--- src/rtl/frame_update_scheduler_pkg.sv ---
// Shared definitions for the frame update scheduler: FSM encoding, stage ids,
// default parameters and a saturating increment helper.
package frame_update_scheduler_pkg;

  typedef logic [1:0] fus_state_t;

  localparam fus_state_t ST_IDLE  = 2'd0;
  localparam fus_state_t ST_ISSUE = 2'd1;
  localparam fus_state_t ST_WAIT  = 2'd2;

  localparam int STG_PLAYER = 0;
  localparam int STG_PROJ   = 1;
  localparam int STG_ENEMY  = 2;
  localparam int STG_COLL   = 3;

  localparam int DEF_NUM_STAGES     = 4;
  localparam int DEF_VBLANK_LINE    = 480;
  localparam int DEF_TIMEOUT_CYCLES = 1024;
  localparam int DEF_FRAME_CNT_W    = 16;

  function automatic logic [15:0] sat_inc16(input logic [15:0] v);
    sat_inc16 = (v == 16'hFFFF) ? v : v + 16'd1;
  endfunction

endpackage

--- src/rtl/frame_update_scheduler_edge.sv ---
// frame_edge_detect: one-cycle pulse on the first cycle vCount equals the
// vblank line; reusable by any logic that needs a frame-start strobe.
module frame_edge_detect
  import frame_update_scheduler_pkg::*;
#(
  parameter int VBLANK_LINE = DEF_VBLANK_LINE,
  parameter int VCOUNT_W    = 10
) (
  input  logic                i_clk,
  input  logic                i_reset,
  input  logic [VCOUNT_W-1:0] i_vcount,
  output logic                o_fs
);

  logic [VCOUNT_W-1:0] r_vcount_prev;
  logic                w_at_line;
  logic                w_was_at_line;

  // Previous line register, sampled every cycle.
  always_ff @(posedge i_clk) begin
    if (i_reset) begin
      r_vcount_prev <= '0;
    end else begin
      r_vcount_prev <= i_vcount;
    end
  end

  assign w_at_line     = (i_vcount == VCOUNT_W'(VBLANK_LINE));
  assign w_was_at_line = (r_vcount_prev == VCOUNT_W'(VBLANK_LINE));
  assign o_fs          = w_at_line & ~w_was_at_line;

endmodule

--- src/rtl/frame_update_scheduler.sv ---
// Per-frame ordered update sequencer with per-stage timeout and overrun detection.
// Optional per-frame cycle statistics are enabled with FRAME_SCHED_STATS_EN.
module frame_update_scheduler
  import frame_update_scheduler_pkg::*;
#(
  parameter int NUM_STAGES     = DEF_NUM_STAGES,
  parameter int VBLANK_LINE    = DEF_VBLANK_LINE,
  parameter int TIMEOUT_CYCLES = DEF_TIMEOUT_CYCLES,
  parameter int FRAME_CNT_W    = DEF_FRAME_CNT_W
) (
  input  logic                   i_clk,
  input  logic                   i_reset,
  input  logic [9:0]             i_vcount,
  input  logic                   i_game_playing,
  input  logic [NUM_STAGES-1:0]  i_stage_mask,
  input  logic [NUM_STAGES-1:0]  i_stage_done,
  output logic [NUM_STAGES-1:0]  o_update_en,
  output logic                   o_frame_tick,
  output logic                   o_busy,
  output logic                   o_timeout_flag,
  output logic                   o_overrun_flag,
  output logic [FRAME_CNT_W-1:0] o_frame_count,
  output logic [15:0]            o_last_frame_cycles,
  output logic [15:0]            o_max_frame_cycles
);

  localparam int IDX_W = (NUM_STAGES > 1) ? $clog2(NUM_STAGES) : 1;
  localparam int TMR_W = $clog2(TIMEOUT_CYCLES);
  localparam logic [IDX_W-1:0] LAST_IDX = IDX_W'(NUM_STAGES - 1);
  localparam logic [TMR_W-1:0] TMR_LAST = TMR_W'(TIMEOUT_CYCLES - 1);

  fus_state_t             r_state;
  logic [IDX_W-1:0]       r_idx;
  logic [TMR_W-1:0]       r_timer;
  logic                   r_timeout_flag;
  logic                   r_overrun_flag;
  logic [FRAME_CNT_W-1:0] r_frame_count;

  fus_state_t             w_state_nxt;
  logic [IDX_W-1:0]       w_idx_nxt;
  logic [TMR_W-1:0]       w_timer_nxt;
  logic [NUM_STAGES-1:0]  w_update_en;
  logic                   w_frame_tick;
  logic                   w_timeout_hit;
  logic                   w_seq_done;
  logic                   w_fs;
  logic                   w_last_stage;
  logic                   w_timer_expired;

  frame_edge_detect #(
    .VBLANK_LINE (VBLANK_LINE),
    .VCOUNT_W    (10)
  ) u_edge (
    .i_clk    (i_clk),
    .i_reset  (i_reset),
    .i_vcount (i_vcount),
    .o_fs     (w_fs)
  );

  assign w_last_stage    = (r_idx == LAST_IDX);
  assign w_timer_expired = (r_timer == TMR_LAST);

  // Sequencer next-state; losing game_playing aborts from any busy state.
  always_comb begin
    w_state_nxt   = r_state;
    w_idx_nxt     = r_idx;
    w_timer_nxt   = r_timer;
    w_update_en   = '0;
    w_frame_tick  = 1'b0;
    w_timeout_hit = 1'b0;
    w_seq_done    = 1'b0;
    case (r_state)
      ST_IDLE: begin
        if (w_fs && i_game_playing) begin
          w_frame_tick = 1'b1;
          w_idx_nxt    = '0;
          w_state_nxt  = ST_ISSUE;
        end else begin
          w_state_nxt = ST_IDLE;
        end
      end
      ST_ISSUE: begin
        if (!i_game_playing) begin
          w_state_nxt = ST_IDLE;
        end else if (i_stage_mask[r_idx]) begin
          w_update_en[r_idx] = 1'b1;
          w_timer_nxt        = '0;
          w_state_nxt        = ST_WAIT;
        end else if (w_last_stage) begin
          w_state_nxt = ST_IDLE;
          w_seq_done  = 1'b1;
        end else begin
          w_idx_nxt = r_idx + IDX_W'(1);
        end
      end
      ST_WAIT: begin
        if (!i_game_playing) begin
          w_state_nxt = ST_IDLE;
        end else if (i_stage_done[r_idx] || w_timer_expired) begin
          // A done pulse on the expiry cycle still counts as a clean finish.
          w_timeout_hit = ~i_stage_done[r_idx];
          if (w_last_stage) begin
            w_state_nxt = ST_IDLE;
            w_seq_done  = 1'b1;
          end else begin
            w_idx_nxt   = r_idx + IDX_W'(1);
            w_state_nxt = ST_ISSUE;
          end
        end else begin
          w_timer_nxt = r_timer + TMR_W'(1);
        end
      end
      default: begin
        w_state_nxt = ST_IDLE;
      end
    endcase
  end

  // State, counters and sticky flags.
  always_ff @(posedge i_clk) begin
    if (i_reset) begin
      r_state        <= ST_IDLE;
      r_idx          <= '0;
      r_timer        <= '0;
      r_timeout_flag <= 1'b0;
      r_overrun_flag <= 1'b0;
      r_frame_count  <= '0;
    end else begin
      r_state <= w_state_nxt;
      r_idx   <= w_idx_nxt;
      r_timer <= w_timer_nxt;
      if (w_frame_tick) begin
        r_frame_count <= r_frame_count + FRAME_CNT_W'(1);
      end
      if (w_timeout_hit) begin
        r_timeout_flag <= 1'b1;
      end
      if (w_fs && (r_state != ST_IDLE)) begin
        r_overrun_flag <= 1'b1;
      end
    end
  end

  assign o_update_en    = w_update_en & {NUM_STAGES{~i_reset}};
  assign o_frame_tick   = w_frame_tick & ~i_reset;
  assign o_busy         = (r_state != ST_IDLE);
  assign o_timeout_flag = r_timeout_flag;
  assign o_overrun_flag = r_overrun_flag;
  assign o_frame_count  = r_frame_count;

`ifdef FRAME_SCHED_STATS_EN
  logic [15:0] r_cyc;
  logic [15:0] r_last_cycles;
  logic [15:0] r_max_cycles;
  logic [15:0] w_cyc_final;

  assign w_cyc_final = sat_inc16(r_cyc);

  // Frame length counter: frame_tick cycle counts as 1, return cycle included.
  always_ff @(posedge i_clk) begin
    if (i_reset) begin
      r_cyc         <= 16'd0;
      r_last_cycles <= 16'd0;
      r_max_cycles  <= 16'd0;
    end else begin
      if (w_frame_tick) begin
        r_cyc <= 16'd1;
      end else if (r_state != ST_IDLE) begin
        r_cyc <= w_cyc_final;
      end
      if (w_seq_done) begin
        r_last_cycles <= w_cyc_final;
        if (w_cyc_final > r_max_cycles) begin
          r_max_cycles <= w_cyc_final;
        end
      end
    end
  end

  assign o_last_frame_cycles = r_last_cycles;
  assign o_max_frame_cycles  = r_max_cycles;
`else
  logic w_unused_seq_done;
  assign w_unused_seq_done   = w_seq_done;
  assign o_last_frame_cycles = 16'd0;
  assign o_max_frame_cycles  = 16'd0;
`endif

endmodule

--- config.mk ---
export PLATFORM = sky130hd
export DESIGN_NAME = frame_update_scheduler
export DESIGN_NICKNAME = d
export VERILOG_FILES = /design/src/rtl/frame_update_scheduler_pkg.sv /design/src/rtl/frame_update_scheduler_edge.sv /design/src/rtl/frame_update_scheduler.sv
export SDC_FILE = /design/constraint.sdc
export NUM_CORES = 1
export LEC_CHECK = 0
export ABC_AREA = 1
export BUFFER_PORTS_ARGS = -buffer_cell sky130_fd_sc_hd__buf_2
export CORE_MARGIN = 1
export CORE_UTILIZATION = 57
export DETAILED_ROUTE_END_ITERATION = 6
export GPL_TIMING_DRIVEN = 1
export PLACE_DENSITY_LB_ADDON = 0.25
export SLEW_MARGIN = 20
export SYNTH_ARGS = -nofsm -noshare
export SYNTH_HDL_FRONTEND = slang
export SYNTH_HIERARCHICAL = 1
export SYNTH_SLANG_ARGS = --single-unit
--- constraint.sdc ---
create_clock -name i_clk -period 2.8 [get_ports i_clk]
set_input_delay 0.28 -clock i_clk [delete_from_list [all_inputs] [get_ports i_clk]]
set_output_delay 0.28 -clock i_clk [all_outputs]
set_load 0.03 [all_outputs]
== Word-level counts from Yosys, hierarchy flattened ==
Cells that the tools add are included.
Widths: inputs -> output; s select.

* Bits in read-only memories: 0
* Output and inout port bits: 56
* Latch bits: 0
* Word-level logic and storage cells: 78
* Bits of input ports: 21
* Memory bits (writable): 0
* Memories kept: 0
* Bits in registers: 42

* $lt $le $gt $ge: 2
* Reduce and logical (&&, ||, !) cells: 11
* Shifts and indexed selects: 0
* Bitwise gates (word level): 6
* Multipliers: 0
* Add/subtract/negate cells: 3
* Eq/ne operators: 15
* Divide/modulo/power cells: 0
* Muxes and demuxes: 34

{| class="wikitable"
|+ Operators with widths
! operator !! count
|-
| $mux 10 || 4
|-
| $mux 2 || 11
|-
| $eq 10x9->1 const B || 2
|-
| $pmux 10 s2 || 1
|-
| $add 16x1->16 const B || 1
|-
| $ne 2x2->1 const B || 7
|-
| $mux 4 || 3
|-
| $pmux 2 s3 || 2
|-
| $add 10x1->10 const B || 1
|-
| $eq 10x10->1 const B || 1
|-
| $mux 1 || 10
|-
| $reduce_and 6->1 || 1
|-
| $reduce_and 5->1 || 1
|-
| $and 4x4->4 || 1
|-
| $bmux 1 s2 || 2
|-
| $eq 2x2->1 const B || 2
|-
| $ne 4x4->1 const B || 1
|-
| $reduce_bool 2->1 || 2
|-
| $logic_and 1x1->1 || 3
|-
| $lt 2x3->1 const B || 1
|-
| $ne 3x3->1 const B || 1
|-
| $not 1->1 || 3
|-
| $reduce_bool 3->1 || 1
|-
| $add 2x1->2 const B || 1
|-
| 7 further kinds || 8
|}

== Logic depth before layout (Yosys ltp) ==
Gate-level depths: netlist of the first run.

* Depth after elaboration: 8
* Mapped depth: 14
* Depth with buffers taken out: 14

== Hierarchy ==
Netlist of the first run, hierarchy kept.

{| class="wikitable"
|+ By module, submodules not included
! module !! sequential area each (um^2) !! times used !! area each (um^2) !! cells each
|-
| frame_update_scheduler || 640.6 || 1 || 2396.0 || 343
|-
| frame_edge_detect || 200.2 || 1 || 349.1 || 48
|}

== Least setup slack after synthesis of the first run ==
OpenSTA, ideal clock, no wires.

* Kind: reg2out
* Start: register r_state[1]
* End: output o_update_en[0]
* Data required time: 2.520 ns
* Path slack: 1.081 ns
* Data arrival time: 1.439 ns
* Cell stages (with the launch flop): 7
* Cell sequence: dfxtp_1 inv_1 ha_1 inv_2 nor2_1 nand3_1 nor2_1

* Cells in the longest elaborated chain, start to end: 3

{| class="wikitable"
|+ Ends and longest elaborated chain
! element !! line !! source
|-
| start: declaration || frame_update_scheduler.sv:32 || <nowiki>fus_state_t r_state;</nowiki>
|-
| start signal: assignment || frame_update_scheduler.sv:129 || <nowiki>r_state <= w_state_nxt;</nowiki>
|-
| $eq 2x1->1 || frame_update_scheduler.sv:72 || <nowiki>case (r_state)</nowiki>
|-
| $mux 4 || frame_update_scheduler.sv:72 ||
|-
| $and 4x4->4 || frame_update_scheduler.sv:144 || <nowiki>assign o_update_en = w_update_en & {NUM_STAGES{~i_reset}};</nowiki>
|-
| end: declaration || frame_update_scheduler.sv:17 || <nowiki>output logic [NUM_STAGES-1:0] o_update_en,</nowiki>
|}

Every way passes these cells.

== Final worst setup path of the first run ==
* Start: register r_state[0]
* End: register r_timer[5]

* Cells in the longest elaborated chain, start to end: 3
* Elaborated cells between the ends (all ways): 9

{| class="wikitable"
|+ Ends and longest elaborated chain
! element !! line !! source
|-
| $eq 2x2->1 / $eq 2x1->1 (equally long branches) || frame_update_scheduler.sv:72 ||
|-
| $ne 2x2->1 (no line) / $reduce_bool 2->1 (equally long branches) || - ||
|-
| $reduce_and 5->1 (no line) || - ||
|-
| end signal: assignment || frame_update_scheduler.sv:131 || <nowiki>r_timer <= w_timer_nxt;</nowiki>
|-
| end: declaration || frame_update_scheduler.sv:34 || <nowiki>logic [TMR_W-1:0] r_timer;</nowiki>
|}

Several ways; a longest one is shown, not always the timed one.
A chain may end at the register's enable or synchronous reset.

==> results of run 1 <==
-- state kept, by name, summed over array words and instances (netlist names) --
| signal | count |
|---|---|
| r_timer | 10 |
| o_frame_count | 16 |
| u_edge/r_vcount_prev | 10 |
| o_timeout_flag | 1 |
| r_state | 2 |
| o_overrun_flag | 1 |
| r_idx | 2 |
-- path summary, 6_finish.rpt --
| kind | depth (start not counted) | slack, ps | endpoint |
|---|---|---|---|
| setup reg to reg | 8 | 650 | r_timer[5] |
| setup / recovery | 8 | 650 | r_timer[5] |
| hold / removal | 3 | 190 | u_edge/r_vcount_prev[2] |
| hold reg to reg | 2 | 490 | o_overrun_flag |
-- synth_stat cells (all sizes together) --
library cell  number
nor3               8
inv               52
o21ai              7
a21oi             27
nand3b             1
nand2             97
and3               1
nand3             34
nor3b              2
nand4              6
nor2              61
conb               1
ha                10
buf               38
dfxtp             42
clkbuf             2
a31oi              2
-- critical path, stage by stage (launching register included) --
cell and delay [ps]:
dfxtp_1 390, inv_1 80, ha_1 280, inv_1 290, a21oi_1 180, a21oi_4 470, nand2_4 170, nand2_1 110
a21oi_2 50
-- final cells by class --
| type | count | area share |
|---|---|---|
| clock inverter | 3 | 0.00722 |
| sequential | 42 | 0.285 |
| inverter | 52 | 0.0662 |
| timing repair buffer | 46 | 0.0798 |
| clock buffer | 5 | 0.0234 |
| tap | 52 | 0.0221 |
| multi-input combinational | 288 | 0.516 |
-- cell families after synthesis --
kind of cell,count (synthesis)
flip-flops,42
buffers and inverters,92
AO/OA/AOI/OAI,36
AND/OR/NAND/NOR,210
other,1
adder cells (fa/ha/maj),10
-- power groups by stage --
| stage | clock network (uW) | logic [uW] | registers (uW) |
|---|---|---|---|
| floorplan | 0 | 122 | 620 |
| global placement | 0 | 106 | 620 |
| detailed placement | 0 | 108 | 620 |
| CTS | 412 | 108 | 606 |
| global route | 440 | 119 | 607 |
| finish | 397 | 108 | 606 |
-- layer usage --
layer,part of all wire,up-vias,GRT usage
met1,0.48,1067,0.259
met3,0.036,9,0.0436
met2,0.47,47,0.369
met5,0,-,0
met4,0.015,0,0.0711
li1,-,1245,-
-- metrics by stage --
| stage | cell area (um2) | util |
|---|---|---|
| CTS | 2950 | 0.654 |
| global placement | 2860 | 0.634 |
| global route | 2950 | 0.654 |
| finish | 2950 | 0.654 |
| detailed placement | 2860 | 0.634 |
| floorplan | 2860 | - |
==> results_dict.tcl, run 1 <==
set metrics [dict create \
    status "finished, violations left" \
    violations "DRC" \
    p_leak_uw 0.00133 \
    max_freq_mhz 465 \
    power_frac_comb 0.097 \
    syn_to_final_growth_pct 7.34 \
    clk_pin_slew_worst_paths_ps 90 \
    htreeDepth 2 \
    clock_path_buffers 2 \
    yosysTopAreaCell "dfxtp_1" \
    insertion_delay_ps 300 \
    cp-startpoint "r_state[0]" \
    critPathRequiredTime_ps 2970 \
    synth-compound-area-share 0.0830 \
    die_x_um 71.4 \
    dp_hpwl_um 3810 \
    synthXorXnorAreaFrac 0 \
    fin_nets 466 \
    fp.coreArea_um2 4500 \
    fin_setup_tns_ps 0 \
    rsz0062_at_grt "false" \
    worst-setup-path-type "flop to flop" \
    worstMarginPinSlew_ps 544 \
    multi_input_area_um2 1520 \
    drive_gt1_frac 0.229 \
    fin_total_pwr_uw 1110 \
    place_congestion 0.814 \
    ys_top_cells_by_area "dfxtp_1, nand2_1, buf_4" \
    ctsResizeCount 0 \
    drv_slew 0 \
    crit_path_start_kind "flop" \
    ys_ff_latch 42 \
    wire_per_inst_um 10.4 \
    switchingPower_uw 310 \
    num_antenna_cells 0 \
    finalNonFillerCells 488 \
    sw_frac_of_total 0.279 \
    layout_min_cycle_time_ps 2150 \
    post_cts_buffers 0 \
    synth_mux_area_frac 0 \
    io_pins 77 \
    cts_tree "done" \
    grt_use_total 0.211 \
    hold_path.class "input pin to flop" \
    place_ws_ps 675 \
    crit_path_max_fanout 11 \
    numCtsBuffers 5 \
    syn_inst 391 \
    synth_top_family_by_area "simple AND/OR/NAND/NOR gates" \
    via_per_inst 4.85 \
    arrival_ps 2320 \
    fp-row-count 24 \
    drc_errors 2 \
    final-seq-area_um2 841 \
    p_per_area_nw_per_um2 377 \
    endpoint_kind "flop" \
    synthAdderAreaFrac 0.0456 \
    yosys.area_share.simple 0.381 \
    first_pass_iters 6 \
    netlist_area_um2 2750 \
    ir_drop_uv 325 \
    hold_slack_ps 194 \
    finalHoldViolCount 0 \
    start_util 0.609 \
    cts_hold_buf 0 \
    seq_area_frac_synth 0.306 \
    via_count 2368 \
    min_period_over_period 0.769 \
    relSlewSlack 0.637 \
    ys_types 33 \
    fin_skew_ps 10.5 \
    place_inst 480 \
    fill_cells 446 \
    port_buffers 44 \
    cts_root_buf "clkbuf_8" \
    dieArea_um2 5100 \
    grt_start_max_net_pins 30 \
    clock_sinks 42 \
    ant_nets 0 \
    grt-ovfl-total 0 \
    antenna_found_initial 0 \
    maxCapViolations 0 \
    setup_slack_ps 648 \
    holdCritStartpoint "i_vcount[2]" \
    mostFrequentLayoutCell "nand2_1" \
    synth_area_per_cell_um2 7.02 \
    routed_wl_um 5080 \
    layout_common_cells "nand2_1, nor2_1, inv_1" \
    p_int_uw 801 \
    r2r_start "r_state[0]" \
    synth_top_area_frac 0.306 \
    grt_pass1_wl_um 8750 \
    p_clk_frac 0.357 \
    setup_viol 0 \
    yosys_warnings 6 \
    fp.dieH_um 71.4 \
    grt_pass1_vias 2135 \
    p_seq_frac 0.546 \
    drtIter0Drc 103 \
]
No activity file was read; power rests on OpenSTA's default activity.
==> inputs of run 2 (changes only) <==
--- a/config.mk
+++ b/config.mk
@@ -5,10 +5,10 @@
 export SDC_FILE = /design/constraint.sdc
 export NUM_CORES = 1
 export LEC_CHECK = 0
-export ABC_AREA = 1
+export ABC_AREA = 0
 export BUFFER_PORTS_ARGS = -buffer_cell sky130_fd_sc_hd__buf_2
 export CORE_MARGIN = 1
-export CORE_UTILIZATION = 57
+export CORE_UTILIZATION = 50
 export DETAILED_ROUTE_END_ITERATION = 6
 export GPL_TIMING_DRIVEN = 1
 export PLACE_DENSITY_LB_ADDON = 0.25
==> constraint.sdc (replaced) <==
create_clock -name i_clk -period 2.1 [get_ports i_clk]
set_input_delay 0.21 -clock i_clk [delete_from_list [all_inputs] [get_ports i_clk]]
set_output_delay 0.21 -clock i_clk [all_outputs]
set_load 0.03 [all_outputs]
==> results_dict.tcl, run 2 <==
set metrics [dict create \
    status "finished clean" \
    via_per_inst 4.95 \
    fin_nets 350 \
    reg2reg_slack_ps 190 \
    netlist_area_um2 2320 \
    arrival_ps 1830 \
    synth_top_area_frac 0.363 \
    p_leak_uw 0.00116 \
    drv_slew 0 \
    grt_start_max_net_pins 37 \
    maxCapViolations 0 \
    clock_sinks 42 \
    worst-r2r-cell-count 8 \
    fin_total_pwr_uw 1470 \
    fp-row-count 24 \
    synthXorXnorAreaFrac 0.0529 \
    die_x_um 70.1 \
    finalHoldViolCount 0 \
    synth-compound-area-share 0.104 \
    drtIter0Drc 63 \
    fp.dieH_um 70.1 \
    worst-setup-path-type "flop to primary output" \
    dp_hpwl_um 3230 \
    yosysMostFrequentCell "dfxtp_1" \
    largest_reg_flops 16 \
    finalNonFillerCells 372 \
    mostFrequentLayoutCell "buf_2" \
    synth_edf_count 0 \
    routed_wl_um 4220 \
    synthTopCellsByCount "dfxtp_1, buf_4, nor2_1, nand2_1, nor2b_1" \
    synth_top_family_by_area "simple AND/OR/NAND/NOR gates" \
    endpoint_kind "primary output" \
    start_util 0.525 \
    fin_skew_ps 7.09 \
    synth_area_per_cell_um2 8.65 \
    yosys.area_share.simple 0.266 \
    r2r_end "r_idx[1]" \
    syn_inst 268 \
    synthAdderAreaFrac 0.0540 \
    fin_util 0.590 \
    htreeDepth 2 \
    ys_types 45 \
    port_buffers 44 \
    highest_layer "met4" \
    first_pass_iters 4 \
    ys_top_cells_by_area "dfxtp_1, buf_4, ha_1" \
    placed_area_um2 2510 \
    grt-ovfl-total 0 \
    min_period_over_period 0.971 \
    async_reset_ff_frac 0 \
    max_stage_delay_ps 600 \
    via_count 1842 \
    whs_path_depth 2 \
    wl_met1_um 2030 \
    ys_ff_latch 42 \
    ant_nets 0 \
    layout_common_cells "buf_2, dfxtp_1, nor2_1" \
    insertion_delay_ps 290 \
    yosys_warnings 6 \
    crit_path_max_fanout 4 \
    drc_errors 0 \
    r2r_start "u_edge/r_vcount_prev[9]" \
    grt_pass1_vias 1667 \
    yosysTopAreaCell "dfxtp_1" \
    dr_wl_met2_um 1990 \
    drive_gt1_frac 0.225 \
    cpMaxStageDelayCell "mux4_1" \
    max_freq_mhz 490 \
    num_antenna_cells 0 \
    synthFlopType "dfxtp_1" \
    p_per_area_nw_per_um2 564 \
    seq_area_frac_synth 0.363 \
    finalInstanceArea_um2 2600 \
    dieArea_um2 4910 \
    setup_viol 0 \
    synth_mux_area_frac 0.0313 \
    grt_pass1_wl_um 7220 \
    ir_drop_uv 349 \
    clk_pin_slew_worst_paths_ps 80 \
    cts_tree "done" \
    fp.coreArea_um2 4410 \
    layout_min_cycle_time_ps 2040 \
    hold_path.class "input pin to flop" \
    rsz0062_at_grt "false" \
    crit_path_start_kind "flop" \
    wl_met3_um 179 \
    post_cts_buffers 0 \
    numCtsBuffers 5 \
    io_pins 77 \
    cp_cell_sequence "mux4_1, nand2_1, nor2_1, and2_1, buf_2" \
    wire_per_inst_um 11.3 \
    antenna_found_initial 0 \
    place_congestion 0.820 \
    grt_use_total 0.181 \
    holdPathEnd "u_edge/r_vcount_prev[4]" \
    fin_setup_tns_ps 0 \
    place_inst 364 \
    cts_hold_buf 0 \
    syn_to_final_growth_pct 12.3 \
    critPathRequiredTime_ps 1890 \
    clock_path_buffers 2 \
    cts_root_buf "clkbuf_8" \
    holdCritStartpoint "i_vcount[4]" \
]
-- run 2: where the power goes --
group	leakage, uW	switching, uW	internal (uW)	total [uW]
combinational	0.000771	107	35.3	142
clock	0.0000483	275	234	509
sequential	0.000342	7.29	810	817
-- run 2: critical path, delay by kind of cell, from the launching register on --
family                 cells  cell delay (ps)
flip-flops                 1              380
multiplexers               1              600
AND/OR/NAND/NOR            3              390
buffers and inverters      1              170
-- run 2: layout make-up --
class / count / area (um2)
Timing Repair Buffer: 52 / 280
Inverter: 7 / 26.3
Fill cell: 405 / 1810
Sequential cell: 42 / 842
Multi-Input combinational cell: 211 / 1300
Tap cell: 52 / 65.1
Clock buffer: 5 / 68.8
Clock inverter: 3 / 18.8
-- run 2: cell families (layout without fill, tap and decap cells) --
kind of cell | after synthesis | count (layout)
AO/OA/AOI/OAI | 33 | 33
XOR/XNOR | 14 | 14
adder cells (fa/ha/maj) | 10 | 10
buffers and inverters | 46 | 67
flip-flops | 42 | 42
multiplexers | 5 | 5
other | 1 | 32
AND/OR/NAND/NOR | 117 | 117
-- run 2: layer usage --
metal,vias to the layer above,track usage
li1,953,-
met1,841,0.228
met2,46,0.307
met3,2,0.0462
met4,0,0.0467
met5,-,0
-- run 2: through the flow --
step / hold WS (ps) / setup WS (ps)
floorplan: 282 / 127
global placement: 437 / 28.7
detailed placement: 437 / 31.4
CTS: 132 / 61.1
global route: 136 / 3.93
finish: 144 / 60.0
-- run 2: how the worst max path moves through the flow --
stage / slack (ps) / from / to / depth (start not counted)
2_1_floorplan: 130 / r_idx[0] / r_timer[5] / 6
3_3_place_gp: 30 / i_vcount[9] / o_frame_count[15] / 10
3_5_place_dp: 30 / r_idx[0] / r_timer[5] / 5
4_1_cts: 60 / r_idx[0] / o_update_en[2] / 5
5_1_grt: 4 / r_idx[0] / o_update_en[3] / 5
6_report: 60 / r_idx[0] / o_update_en[1] / 5
-- run 2: repair_timing --
action,in CTS,in global routing
setup endpoints to repair,2,8
pin swaps,0,0
gates resized for setup,1,1
hold endpoints to repair,0,0
